**src/rtl/rns2bin_seq_ctrl.sv**
```systemverilog
// rns2bin_seq_ctrl
// Sequencing controller and time-multiplexed CRT datapath that turns RNS
// residue tuples into signed binary.
//
// A configuration (moduli m_i and inverses A_i = Q_i^-1 mod m_i) is loaded
// once. The block then precomputes M = prod(m_i) and every Q_i = M/m_i as a
// product of the other moduli, one multiply per cycle. Each tuple is then
// reduced one modulus per cycle, and the result is corrected into the signed
// range [-floor(M/2), ceil(M/2)-1].
//
// Ports:
//   clk, reset        clock, synchronous active-high reset
//   cfg_valid/ready   configuration handshake; cfg_mods/cfg_invs packed
//                     MOD_W fields, field i at [i*MOD_W +: MOD_W]
//   cfg_done          M/Q table is valid for the current configuration
//   cfg_err           last configuration had a modulus below 2
//   in_valid/ready    residue tuple handshake; in_res packed like cfg_mods
//   out_valid/ready   result handshake; out_x signed result
//   out_m             dynamic range M of the active configuration
//
// Handshakes: a transfer happens on a rising edge where valid && ready.
// Once out_valid is high, out_x stays stable until that transfer. The
// ready outputs are decoded from the state only and never depend on the
// valid inputs of the same channel. When cfg_valid and in_valid are both
// high in IDLE, the configuration is taken and in_ready stays low.
module rns2bin_seq_ctrl #(
  parameter int MOD_NUM = 4,
  parameter int MOD_W   = 4,
  parameter int RANGE   = MOD_NUM * MOD_W
) (
  input  logic                     clk,
  input  logic                     reset,
  input  logic                     cfg_valid,
  output logic                     cfg_ready,
  input  logic [MOD_NUM*MOD_W-1:0] cfg_mods,
  input  logic [MOD_NUM*MOD_W-1:0] cfg_invs,
  output logic                     cfg_done,
  output logic                     cfg_err,
  input  logic                     in_valid,
  output logic                     in_ready,
  input  logic [MOD_NUM*MOD_W-1:0] in_res,
  output logic                     out_valid,
  input  logic                     out_ready,
  output logic [RANGE-1:0]         out_x,
  output logic [RANGE-1:0]         out_m
);

  localparam int IDX_W = (MOD_NUM > 1) ? $clog2(MOD_NUM) : 1;
  localparam int PK_W  = MOD_NUM * MOD_W;
  localparam logic [IDX_W-1:0] IDX_LAST = IDX_W'(MOD_NUM - 1);

  typedef enum logic [2:0] {
    IDLE  = 3'd0,
    CFG_M = 3'd1,
    CFG_Q = 3'd2,
    ACC   = 3'd3,
    SIGN  = 3'd4,
    OUT   = 3'd5
  } state_t;

  state_t            state_q, state_d;
  logic [PK_W-1:0]   mods_q, mods_d;
  logic [PK_W-1:0]   invs_q, invs_d;
  logic [PK_W-1:0]   res_q, res_d;
  logic [RANGE-1:0]  m_q, m_d;
  logic [RANGE-1:0]  q_tab_q [MOD_NUM];
  logic [RANGE-1:0]  q_tab_d [MOD_NUM];
  logic [RANGE-1:0]  acc_q, acc_d;
  logic [IDX_W-1:0]  idx_i_q, idx_i_d;
  logic [IDX_W-1:0]  idx_j_q, idx_j_d;
  logic              cfg_done_q, cfg_done_d;
  logic              cfg_err_q, cfg_err_d;
  logic              out_valid_q, out_valid_d;
  logic [RANGE-1:0]  out_x_q, out_x_d;
  logic [RANGE-1:0]  out_m_q, out_m_d;

  // Datapath operands selected by the sequencing indices
  logic              cfg_bad;
  logic [MOD_W-1:0]  m_i, m_j, a_i, c_i;
  logic [RANGE-1:0]  q_i, q_mult, q_prod;
  logic [2*MOD_W-1:0] ca, ca_div, t_wide;
  logic [MOD_W-1:0]  t;
  logic [RANGE-1:0]  tq;
  logic [RANGE:0]    s, h;

  assign cfg_ready = (state_q == IDLE);
  assign in_ready  = (state_q == IDLE) && cfg_done_q && !cfg_valid;
  assign cfg_done  = cfg_done_q;
  assign cfg_err   = cfg_err_q;
  assign out_valid = out_valid_q;
  assign out_x     = out_x_q;
  assign out_m     = out_m_q;

  always_comb begin
    cfg_bad = 1'b0;
    for (int n = 0; n < MOD_NUM; n++) begin
      if (cfg_mods[n*MOD_W +: MOD_W] < MOD_W'(2)) cfg_bad = 1'b1;
    end

    // Constant-base selects keep the muxes explicit for every index value
    m_i = '0; m_j = '0; a_i = '0; c_i = '0; q_i = '0;
    for (int n = 0; n < MOD_NUM; n++) begin
      if (idx_i_q == IDX_W'(n)) begin
        m_i = mods_q[n*MOD_W +: MOD_W];
        a_i = invs_q[n*MOD_W +: MOD_W];
        c_i = res_q[n*MOD_W +: MOD_W];
        q_i = q_tab_q[n];
      end
      if (idx_j_q == IDX_W'(n)) m_j = mods_q[n*MOD_W +: MOD_W];
    end

    // Q_i skips its own modulus
    q_mult = (idx_i_q == idx_j_q) ? RANGE'(1) : RANGE'(m_j);
    q_prod = q_i * q_mult;

    // t = (c_k * A_k) mod m_k; the divisor guard only matters outside ACC
    ca     = (2*MOD_W)'(c_i) * (2*MOD_W)'(a_i);
    ca_div = (m_i == '0) ? (2*MOD_W)'(1) : (2*MOD_W)'(m_i);
    t_wide = ca % ca_div;
    t      = t_wide[MOD_W-1:0];

    // t*Q_k < M and acc < M, so s < 2M needs one extra bit and one subtract
    tq = RANGE'(t) * q_i;
    s  = {1'b0, acc_q} + {1'b0, tq};
    h  = ({1'b0, m_q} + (RANGE+1)'(1)) >> 1;

    state_d     = state_q;
    mods_d      = mods_q;
    invs_d      = invs_q;
    res_d       = res_q;
    m_d         = m_q;
    q_tab_d     = q_tab_q;
    acc_d       = acc_q;
    idx_i_d     = idx_i_q;
    idx_j_d     = idx_j_q;
    cfg_done_d  = cfg_done_q;
    cfg_err_d   = cfg_err_q;
    out_valid_d = out_valid_q;
    out_x_d     = out_x_q;
    out_m_d     = out_m_q;

    case (state_q)
      IDLE: begin
        if (cfg_valid) begin
          mods_d     = cfg_mods;
          invs_d     = cfg_invs;
          cfg_done_d = 1'b0;
          cfg_err_d  = cfg_bad;
          if (!cfg_bad) begin
            m_d     = RANGE'(1);
            idx_i_d = '0;
            idx_j_d = '0;
            for (int n = 0; n < MOD_NUM; n++) q_tab_d[n] = RANGE'(1);
            state_d = CFG_M;
          end
        end else if (in_valid && cfg_done_q) begin
          res_d   = in_res;
          acc_d   = '0;
          idx_i_d = '0;
          state_d = ACC;
        end
      end
      CFG_M: begin
        m_d = m_q * RANGE'(m_i);
        if (idx_i_q == IDX_LAST) begin
          idx_i_d = '0;
          idx_j_d = '0;
          state_d = CFG_Q;
        end else begin
          idx_i_d = idx_i_q + IDX_W'(1);
        end
      end
      CFG_Q: begin
        for (int n = 0; n < MOD_NUM; n++) begin
          if (idx_i_q == IDX_W'(n)) q_tab_d[n] = q_prod;
        end
        if (idx_j_q == IDX_LAST) begin
          idx_j_d = '0;
          if (idx_i_q == IDX_LAST) begin
            cfg_done_d = 1'b1;
            out_m_d    = m_q;
            state_d    = IDLE;
          end else begin
            idx_i_d = idx_i_q + IDX_W'(1);
          end
        end else begin
          idx_j_d = idx_j_q + IDX_W'(1);
        end
      end
      ACC: begin
        acc_d = (s >= {1'b0, m_q}) ? RANGE'(s - {1'b0, m_q}) : s[RANGE-1:0];
        if (idx_i_q == IDX_LAST) begin
          state_d = SIGN;
        end else begin
          idx_i_d = idx_i_q + IDX_W'(1);
        end
      end
      SIGN: begin
        out_x_d     = ({1'b0, acc_q} >= h) ? (acc_q - m_q) : acc_q;
        out_valid_d = 1'b1;
        state_d     = OUT;
      end
      OUT: begin
        if (out_ready) begin
          out_valid_d = 1'b0;
          state_d     = IDLE;
        end
      end
      default: state_d = IDLE;
    endcase
  end

  always_ff @(posedge clk) begin
    if (reset) begin
      state_q     <= IDLE;
      mods_q      <= '0;
      invs_q      <= '0;
      res_q       <= '0;
      m_q         <= '0;
      for (int n = 0; n < MOD_NUM; n++) q_tab_q[n] <= '0;
      acc_q       <= '0;
      idx_i_q     <= '0;
      idx_j_q     <= '0;
      cfg_done_q  <= 1'b0;
      cfg_err_q   <= 1'b0;
      out_valid_q <= 1'b0;
      out_x_q     <= '0;
      out_m_q     <= '0;
    end else begin
      state_q     <= state_d;
      mods_q      <= mods_d;
      invs_q      <= invs_d;
      res_q       <= res_d;
      m_q         <= m_d;
      q_tab_q     <= q_tab_d;
      acc_q       <= acc_d;
      idx_i_q     <= idx_i_d;
      idx_j_q     <= idx_j_d;
      cfg_done_q  <= cfg_done_d;
      cfg_err_q   <= cfg_err_d;
      out_valid_q <= out_valid_d;
      out_x_q     <= out_x_d;
      out_m_q     <= out_m_d;
    end
  end

endmodule

```
**config.mk**
```make
export PLATFORM = sky130hd
export DESIGN_NAME = rns2bin_seq_ctrl
export DESIGN_NICKNAME = d
export VERILOG_FILES = /design/src/rtl/rns2bin_seq_ctrl.sv
export SDC_FILE = /design/constraint.sdc
export NUM_CORES = 1
export LEC_CHECK = 0
export CELL_PAD_IN_SITES_DETAIL_PLACEMENT = 0
export CELL_PAD_IN_SITES_GLOBAL_PLACEMENT = 1
export CORE_MARGIN = 4
export CORE_UTILIZATION = 46
export CTS_CLUSTER_DIAMETER = 60
export DETAILED_ROUTE_END_ITERATION = 10
export GPL_TIMING_DRIVEN = 0
export PLACE_DENSITY_LB_ADDON = 0.12
export SLEW_MARGIN = 5
export SYNTH_ARGS = -nofsm -noshare
export SYNTH_HDL_FRONTEND = slang
export SYNTH_SLANG_ARGS = --single-unit
```
**constraint.sdc**
```tcl
create_clock -name clk -period 23.4 [get_ports clk]
set_clock_uncertainty 0.1 [all_clocks]
set_input_delay 2.34 -clock clk [delete_from_list [all_inputs] [get_ports clk]]
set_output_delay 2.34 -clock clk [all_outputs]
set_load 0.02 [all_outputs]
```
==> out/summary.json, run 1 <==
{
  "first_iter_violations": {"value": 929},
  "worst_setup_path_start_kind": {"value": "flop"},
  "end_kind": {"value": "flop"},
  "detail_route.vias_per_cell": {"value": 5.496},
  "most_area_hungry_cell_type_in_the_yosys_netlist": {"value": "sky130_fd_sc_hd__dfxtp_1"},
  "grt_antenna_before_repair": {"value": 0},
  "placement_rows": {"value": 69},
  "global_route_wire_length_before_repair": {"value": 80490, "unit": "microns"},
  "detail_route.wirelength": {"value": 49850, "unit": "microns"},
  "ctsLongestPathBuffers": {"value": 2},
  "die_height": {"value": 198.0, "unit": "microns"},
  "synth_sequential_area_ratio": {"value": 0.2243},
  "run_status": {"value": "completed"},
  "post_synthesis_cell_area": {"value": 0.01660, "unit": "sq mm"},
  "route.detailed.wl_per_inst": {"value": 17.57, "unit": "microns"},
  "design.die.area": {"value": 0.03918, "unit": "sq mm"},
  "htreeDepth": {"value": 4},
  "via_count": {"value": 15600},
  "worst-path-max-fanout": {"value": 10},
  "floorplan.die.width": {"value": 198.0, "unit": "microns"},
  "slew_at_the_pin_with_the_worst_max_slew_slack": {"value": 1293, "unit": "ps"},
  "route.detailed.drc": {"value": 0},
  "synthesis.area_per_instance": {"value": 7.360, "unit": "sq um"},
  "hp-class": {"value": "flop to flop"},
  "ys_types": {"value": 71},
  "clock_latency": {"value": 460, "unit": "ps"},
  "drive_gt1_frac": {"value": 0.04501},
  "inserted_clock_buffers": {"value": 17},
  "final_core_util": {"value": 0.5283},
  "yosysWarnings": {"value": 0},
  "postRouteAntennaNets": {"value": 0},
  "top_level_ports": {"value": 90},
  "crit_path_max_incr_delay": {"value": 540, "unit": "ps"},
  "clk_pin_slew_worst_paths": {"value": 80, "unit": "ps"},
  "crit_path_most_repeated_cell": {"value": "sky130_fd_sc_hd__ha_1"},
  "max-cap-violations": {"value": 0},
  "io_buffers": {"value": 89},
  "cp_data_required_time": {"value": 23620, "unit": "ps"},
  "drt-pass1-iter-count": {"value": 7},
  "share_of_the_cycle_needed_by_the_critical_path_after_routing": {"value": 0.9449},
  "synth_edf_count": {"value": 0},
  "grt_pass1_vias": {"value": 15560},
  "synth.ff_latch_count": {"value": 186},
  "layout.nets": {"value": 2662},
  "dpl_hpwl": {"value": 40350, "unit": "microns"},
  "setup_viol": {"value": 0},
  "post_dp_cell_area": {"value": 0.01807, "unit": "sq mm"},
  "syn_nets": {"value": 2553},
  "initial_core_util": {"value": 0.4666},
  "final_design_area_no_fill": {"value": 0.01879, "unit": "sq mm"},
  "hold-worst-slack": {"value": 354.3, "unit": "ps"},
  "worst_slew_margin_rel": {"value": 0.1377},
  "r2r_setup_slack": {"value": 1290, "unit": "ps"},
  "worst-endpoint-arrival": {"value": 22330, "unit": "ps"},
  "timing_hold_violations_final": {"value": 0},
  "whs_path_depth": {"value": 2},
  "yosys_most_used_dff": {"value": "sky130_fd_sc_hd__dfxtp_1"},
  "clock_root_cell": {"value": "sky130_fd_sc_hd__clkbuf_16"},
  "gpl_congestion": {"value": 0.8646},
  "grtUsageTotal": {"value": 0.2558},
  "synth_largest_type_area_fraction": {"value": 0.2243},
  "fmaxAchievable": {"value": 45.23, "unit": "MHz"},
  "clock_sink_count": {"value": 186},
  "setup-tns-final": {"value": 0, "unit": "ps"},
  "worstSetupPathType": {"value": "flop to flop"},
  "syn2layout_area_growth": {"value": 13.22, "unit": "%"},
  "fp.coreArea": {"value": 0.03557, "unit": "sq mm"},
  "timing.critical_path.slowest_stage_cell": {"value": "sky130_fd_sc_hd__fa_1"},
  "diodes": {"value": 0},
  "leading_cell_types_in_the_layout_fill_and_taps_excluded": {"value": "sky130_fd_sc_hd__nand2_1 (405), sky130_fd_sc_hd__nor2_1 (284), sky130_fd_sc_hd__a21oi_1 (271), sky130_fd_sc_hd__dfxtp_1 (186), sky130_fd_sc_hd__inv_1 (180)"},
  "synth-async-reset-ratio": {"value": 0},
  "globalRoute.totalOverflow": {"value": 0},
  "post_synth_inst_count": {"value": 2255},
  "fillerInstances": {"value": 3572},
  "finalMaxSlewViolations": {"value": 0},
  "cts_tree": {"value": "built"},
  "synthTopCellsByArea": {"value": "sky130_fd_sc_hd__dfxtp_1 (22%), sky130_fd_sc_hd__ha_1 (12%), sky130_fd_sc_hd__fa_1 (10%)"},
  "mostFrequentLayoutCell": {"value": "sky130_fd_sc_hd__nand2_1"},
  "finalWorstPathRequiredPeriod": {"value": 22110, "unit": "ps"},
  "maximum_number_of_pins_on_one_net_before_global_route_repair": {"value": 20},
  "r2r.worst_path.cells": {"value": 103}
}
[logic make-up (layout without fill, tap and decap cells)]
kind of cell	count (synthesis)	count (layout)	synth area share
buf+inv	288	410	0.06559
mux	35	35	0.02186
xor+xnor	92	92	0.04938
compound gates	536	536	0.1928
simple gates	873	873	0.2237
flops	186	186	0.2243
fa+ha+maj	245	245	0.2222
[what timing repair did]
action / in CTS / in global routing
hold buffers: 0 / 0
cloned: 0 / 0
setup buffers: 0 / 4
gates resized for setup: 10 / 48
endpoints found under the setup margin: 15 / 16
pin swaps: 0 / 4
[critical path, delay by kind of cell (launching register included)]
family	cells	cell delay, ps
DFF	1	410
buffers and inverters	10	1580
xor gates and xnor gates	4	800
and+or+nand+nor	23	3470
muxes	4	1350
AOI/OAI and AO/OA	45	8260
adders and majority gates	17	5930
[Yosys cell counts (all sizes together) (5+ instances only)]
master / n
mux2i: 25
clkbuf: 86
a21oi: 276
fa: 83
a22oi: 12
ha: 162
xnor2: 75
and3: 5
a211oi: 29
nand3b: 8
a21o: 33
a31oi: 6
inv: 182
and2: 12
nor2b: 24
o21ai: 87
dfxtp: 186
nand4: 5
o21bai: 8
o21a: 14
nand3: 26
nand2b: 26
nor2: 285
mux2: 10
a221oi: 5
nor3: 36
nor3b: 6
o211ai: 5
xor2: 16
buf: 19
a21boi: 21
o31a: 8
nand2: 405
or2: 19
[state kept, by name, indices dropped and copies added (netlist names), 2 cells and up]
signal and flops:
q_tab_q 64, acc_q 16, invs_q 16, m_q 16
mods_q 16, out_m 16, out_x 16, res_q 16
state_q 3, idx_i_q 2, idx_j_q 2
[layout make-up]
| class | instances | area, sq um | area share |
|---|---|---|---|
| plain buffers | 102 | 437.9 | 0.02330 |
| multi-input cells | 1781 | 11850 | 0.6307 |
| clock buffers | 21 | 470.5 | 0.02503 |
| repair buffers | 93 | 920.9 | 0.04900 |
| inverters | 183 | 686.9 | 0.03655 |
| well taps | 461 | 576.8 | 0.03069 |
| flip-flops and latches | 186 | 3724 | 0.1981 |
| clock inverters | 11 | 122.6 | 0.006525 |
[metal layers]
metal / routed length [microns] / GRT usage / vias up
met3: 1853 / 0.02774 / 65
li1: - / - / 7750
met5: 0 / 0 / -
met1: 22230 / 0.3261 / 7425
met4: 1180 / 0.07141 / 0
met2: 24590 / 0.4593 / 357
[per-stage QoR]
| step | std cells | setup slack [ps] |
|---|---|---|
| detailed placement | 2805 | -857.7 |
| CTS | 2835 | 51.24 |
| global placement | 2805 | -411.0 |
| floorplan | 2255 | 2850 |
| global route | 2838 | -12.72 |
| finish | 2838 | 1290 |
[final timing paths]
path	end	startpoint
worst max register to register	acc_q[12]	idx_i_q[0]
worst min register to register	out_m[12]	out_m[12]
worst max-delay path	acc_q[12]	idx_i_q[0]
worst min-delay path	out_m[12]	out_m[12]
Power of run 1 is left out: the tool's default activity adds up to more than one toggle a clock period on the data nets, which glitch-free logic cannot reach.
==> inputs of run 2 (changes only) <==
- CORE_UTILIZATION: 46 -> 44
- DONT_BUFFER_PORTS: unset -> 1
- clock period: 23.4 -> 19.9 ns (I/O delays scaled with it)
==> out/summary.json, run 2 (synthesized netlist as in run 1, its figures left out) <==
{
  "inserted_clock_buffers": {"value": 17, "change": "unchanged"},
  "final_design_area_no_fill": {"value": 0.01950, "unit": "sq mm", "change": "+3.7%"},
  "finalWorstPathRequiredPeriod": {"value": 19600, "unit": "ps", "change": "-2509 ps"},
  "hold-worst-slack": {"value": 355.2, "unit": "ps", "change": "+0.8850 ps"},
  "finalMaxSlewViolations": {"value": 0, "change": "unchanged"},
  "globalRoute.totalOverflow": {"value": 0, "change": "unchanged"},
  "drive_gt1_frac": {"value": 0.1257, "change": "+0.08067"},
  "setup-tns-final": {"value": 0, "unit": "ps", "change": "unchanged"},
  "share_of_the_cycle_needed_by_the_critical_path_after_routing": {"value": 0.9850, "change": "+0.04012"},
  "gr-usage-met1": {"value": 0.3120, "change": "-0.01407"},
  "max-cap-violations": {"value": 0, "change": "unchanged"},
  "r2r.worst_path.cells": {"value": 102, "change": "-0.97%"},
  "gpl_congestion": {"value": 0.8526, "change": "-1.4%"},
  "worst-path-max-fanout": {"value": 8, "change": "-2"},
  "critical_path.reg2reg.startpoint": {"value": "idx_i_q[1]"},
  "holdCritStartpoint": {"value": "invs_q[10]"},
  "detail_route.wirelength": {"value": 51980, "unit": "microns", "change": "+4.3%"},
  "via_count": {"value": 15460, "change": "-0.86%"},
  "met3_global_route_usage": {"value": 0.03883, "change": "+0.01109"},
  "timing_hold_violations_final": {"value": 0, "change": "unchanged"},
  "clock_root_cell": {"value": "sky130_fd_sc_hd__clkbuf_16"},
  "timing.critical_path.slowest_stage_cell": {"value": "sky130_fd_sc_hd__fa_1"},
  "fillerInstances": {"value": 3665, "change": "+2.6%"},
  "route.detailed.wl_per_inst": {"value": 17.98, "unit": "microns", "change": "+2.4%"},
  "number_of_flip_flops_in_the_largest_register": {"value": 64, "change": "unchanged"},
  "critical_path.n_buffers_inverters": {"value": 8, "change": "-2"},
  "worst_slew_margin_rel": {"value": 0.1231, "change": "-0.01462"},
  "holdBufCountCts": {"value": 0, "change": "unchanged"},
  "setup_viol": {"value": 0, "change": "unchanged"},
  "r2r_setup_slack": {"value": 300, "unit": "ps", "change": "-990 ps"},
  "grtUsageTotal": {"value": 0.2475, "change": "-0.008345"},
  "max_flop_register": {"value": "q_tab_q"},
  "worst_setup_path_startpoint": {"value": "idx_i_q[1]"},
  "crit_path_max_incr_delay": {"value": 530, "unit": "ps", "change": "about the same"},
  "rsz_0062_raised_after_global_routing": {"value": "yes"},
  "worst_r2r_endpoint": {"value": "acc_q[4]"},
  "grt_antenna_before_repair": {"value": 0, "change": "unchanged"},
  "clk_pin_slew_worst_paths": {"value": 70, "unit": "ps", "change": "about the same"},
  "syn2layout_area_growth": {"value": 17.47, "unit": "%"},
  "dpl_hpwl": {"value": 39970, "unit": "microns", "change": "-0.93%"},
  "ctsLongestPathBuffers": {"value": 2, "change": "unchanged"},
  "post_dp_cell_area": {"value": 0.01727, "unit": "sq mm", "change": "-4.5%"},
  "cts_tree": {"value": "built"},
  "io_buffers": {"value": 0, "change": "-100%"},
  "cp_data_required_time": {"value": 20140, "unit": "ps", "change": "-3480 ps"},
  "die_height": {"value": 202.2, "unit": "microns", "change": "+2.2%"},
  "hp-class": {"value": "flop to flop"},
  "worst_setup_path_start_kind": {"value": "flop"},
  "postRouteAntennaNets": {"value": 0, "change": "unchanged"},
  "crit_path_most_repeated_cell": {"value": "sky130_fd_sc_hd__a21oi_2"},
  "layout.nets": {"value": 2673, "change": "+0.41%"},
  "top_level_ports": {"value": 90, "change": "unchanged"},
  "worst_setup_path_endpoint": {"value": "acc_q[4]"},
  "global_route.peak_usage_layer": {"value": "met2"},
  "placement_rows": {"value": 70, "change": "+1.4%"},
  "first_iter_violations": {"value": 737, "change": "-21%"},
  "worstSetupPathType": {"value": "flop to flop"},
  "end_kind": {"value": "flop"},
  "grt_use_met2": {"value": 0.4362, "change": "-0.02308"},
  "crit_cells": {"value": 102, "change": "-0.97%"},
  "floorplan.die.width": {"value": 202.2, "unit": "microns", "change": "+2.2%"},
  "mostFrequentLayoutCell": {"value": "sky130_fd_sc_hd__nand2_1"},
  "drt-pass1-iter-count": {"value": 5, "change": "-2"},
  "worst-endpoint-arrival": {"value": 19840, "unit": "ps", "change": "-2490 ps"},
  "htreeDepth": {"value": 4, "change": "unchanged"},
  "fmaxAchievable": {"value": 51.02, "unit": "MHz", "change": "+13%"},
  "area_of_combinational_cells_with_multiple_inputs": {"value": 0.01246, "unit": "sq mm", "change": "+5.1%"},
  "grt_pass1_vias": {"value": 15270, "change": "-1.9%"},
  "family_with_the_most_delay_on_the_worst_path": {"value": "compound AO/OA/AOI/OAI gates"},
  "area.sequential": {"value": 0.003731, "unit": "sq mm", "change": "+0.20%"},
  "run_status": {"value": "completed"},
  "global_route_wire_length_before_repair": {"value": 81430, "unit": "microns", "change": "+1.2%"},
  "fp.coreArea": {"value": 0.03687, "unit": "sq mm", "change": "+3.7%"},
  "design.die.area": {"value": 0.04089, "unit": "sq mm", "change": "+4.4%"},
  "clock_sink_count": {"value": 186, "change": "unchanged"},
  "initial_core_util": {"value": 0.4501, "change": "-0.01650"},
  "maximum_number_of_pins_on_one_net_before_global_route_repair": {"value": 18, "change": "-10%"},
  "clock_latency": {"value": 480, "unit": "ps", "change": "+20 ps"},
  "route.detailed.drc": {"value": 0, "change": "unchanged"},
  "leading_cell_types_in_the_layout_fill_and_taps_excluded": {"value": "sky130_fd_sc_hd__nand2_1 (401), sky130_fd_sc_hd__nor2_1 (272), sky130_fd_sc_hd__a21oi_1 (251), sky130_fd_sc_hd__dfxtp_1 (184), sky130_fd_sc_hd__inv_1 (175)"},
  "slew_at_the_pin_with_the_worst_max_slew_slack": {"value": 1315, "unit": "ps", "change": "+21.93 ps"},
  "diodes": {"value": 0, "change": "unchanged"},
  "detail_route.vias_per_cell": {"value": 5.349, "change": "-2.7%"}
}
==> run 2: cell types whose count changed in the layout (fill, tap and decap cells not counted), sizes merged <==
| cell | before | now |
|---|---|---|
| buf | 20 | 124 |
| clkinvlp | 0 | 3 |
| clkdlybuf4s50 | 89 | 0 |
| clkbuf | 107 | 100 |
| bufinv | 1 | 0 |
==> run 2: metal layers <==
metal | part of all wire | up-vias | wire [microns]
met5 | 0 | - | 0
met4 | 0.026 | 0 | 1330
met3 | 0.042 | 67 | 2173
met2 | 0.48 | 299 | 25170
met1 | 0.45 | 7321 | 23300
li1 | - | 7776 | -
==> run 2: worst min-delay path by stage <==
stage                   to  slack [ps]  depth (start not counted)
2_1_floorplan    invs_q[0]         340                          2
3_3_place_gp   q_tab_q[28]         340                          2
3_5_place_dp   q_tab_q[25]         350                          2
4_1_cts        q_tab_q[39]         360                          2
5_1_grt         invs_q[10]         370                          2
6_report        invs_q[10]         360                          2
==> run 2: layout make-up <==
class	instances	share of cell area
repair buffers	104	0.04127
plain buffers	102	0.03241
inverters	183	0.03549
multi-input cells	1781	0.6391
clock inverters	13	0.005519
well taps	504	0.03235
clock buffers	18	0.02253
flip-flops and latches	186	0.1914
==> run 2: what timing repair did <==
action,CTS,global route
pin swaps,48,76
endpoints found under the hold margin,0,0
gates cloned,1,0
setup buffers,49,52
endpoints found under the setup margin,16,16
resized for setup,142,92
==> run 2: per-stage QoR <==
step | cells | utilization | worst slack (ps)
after floorplan | 2255 | - | 72.35
after global placement | 2759 | 0.4678 | -3010
after detailed placement | 2760 | 0.4682 | -3176
after CTS | 2841 | 0.5084 | 3.817
after global routing | 2891 | 0.5287 | -595.2
final | 2891 | 0.5287 | 298.9
==> run 2: worst min-delay path, cell delays in order, from the launching register on <==
cell                      delay (ps)
sky130_fd_sc_hd__dfxtp_1         310
sky130_fd_sc_hd__nand2_1          50
sky130_fd_sc_hd__a21oi_1          50
Power of run 2 is left out for the same reason.
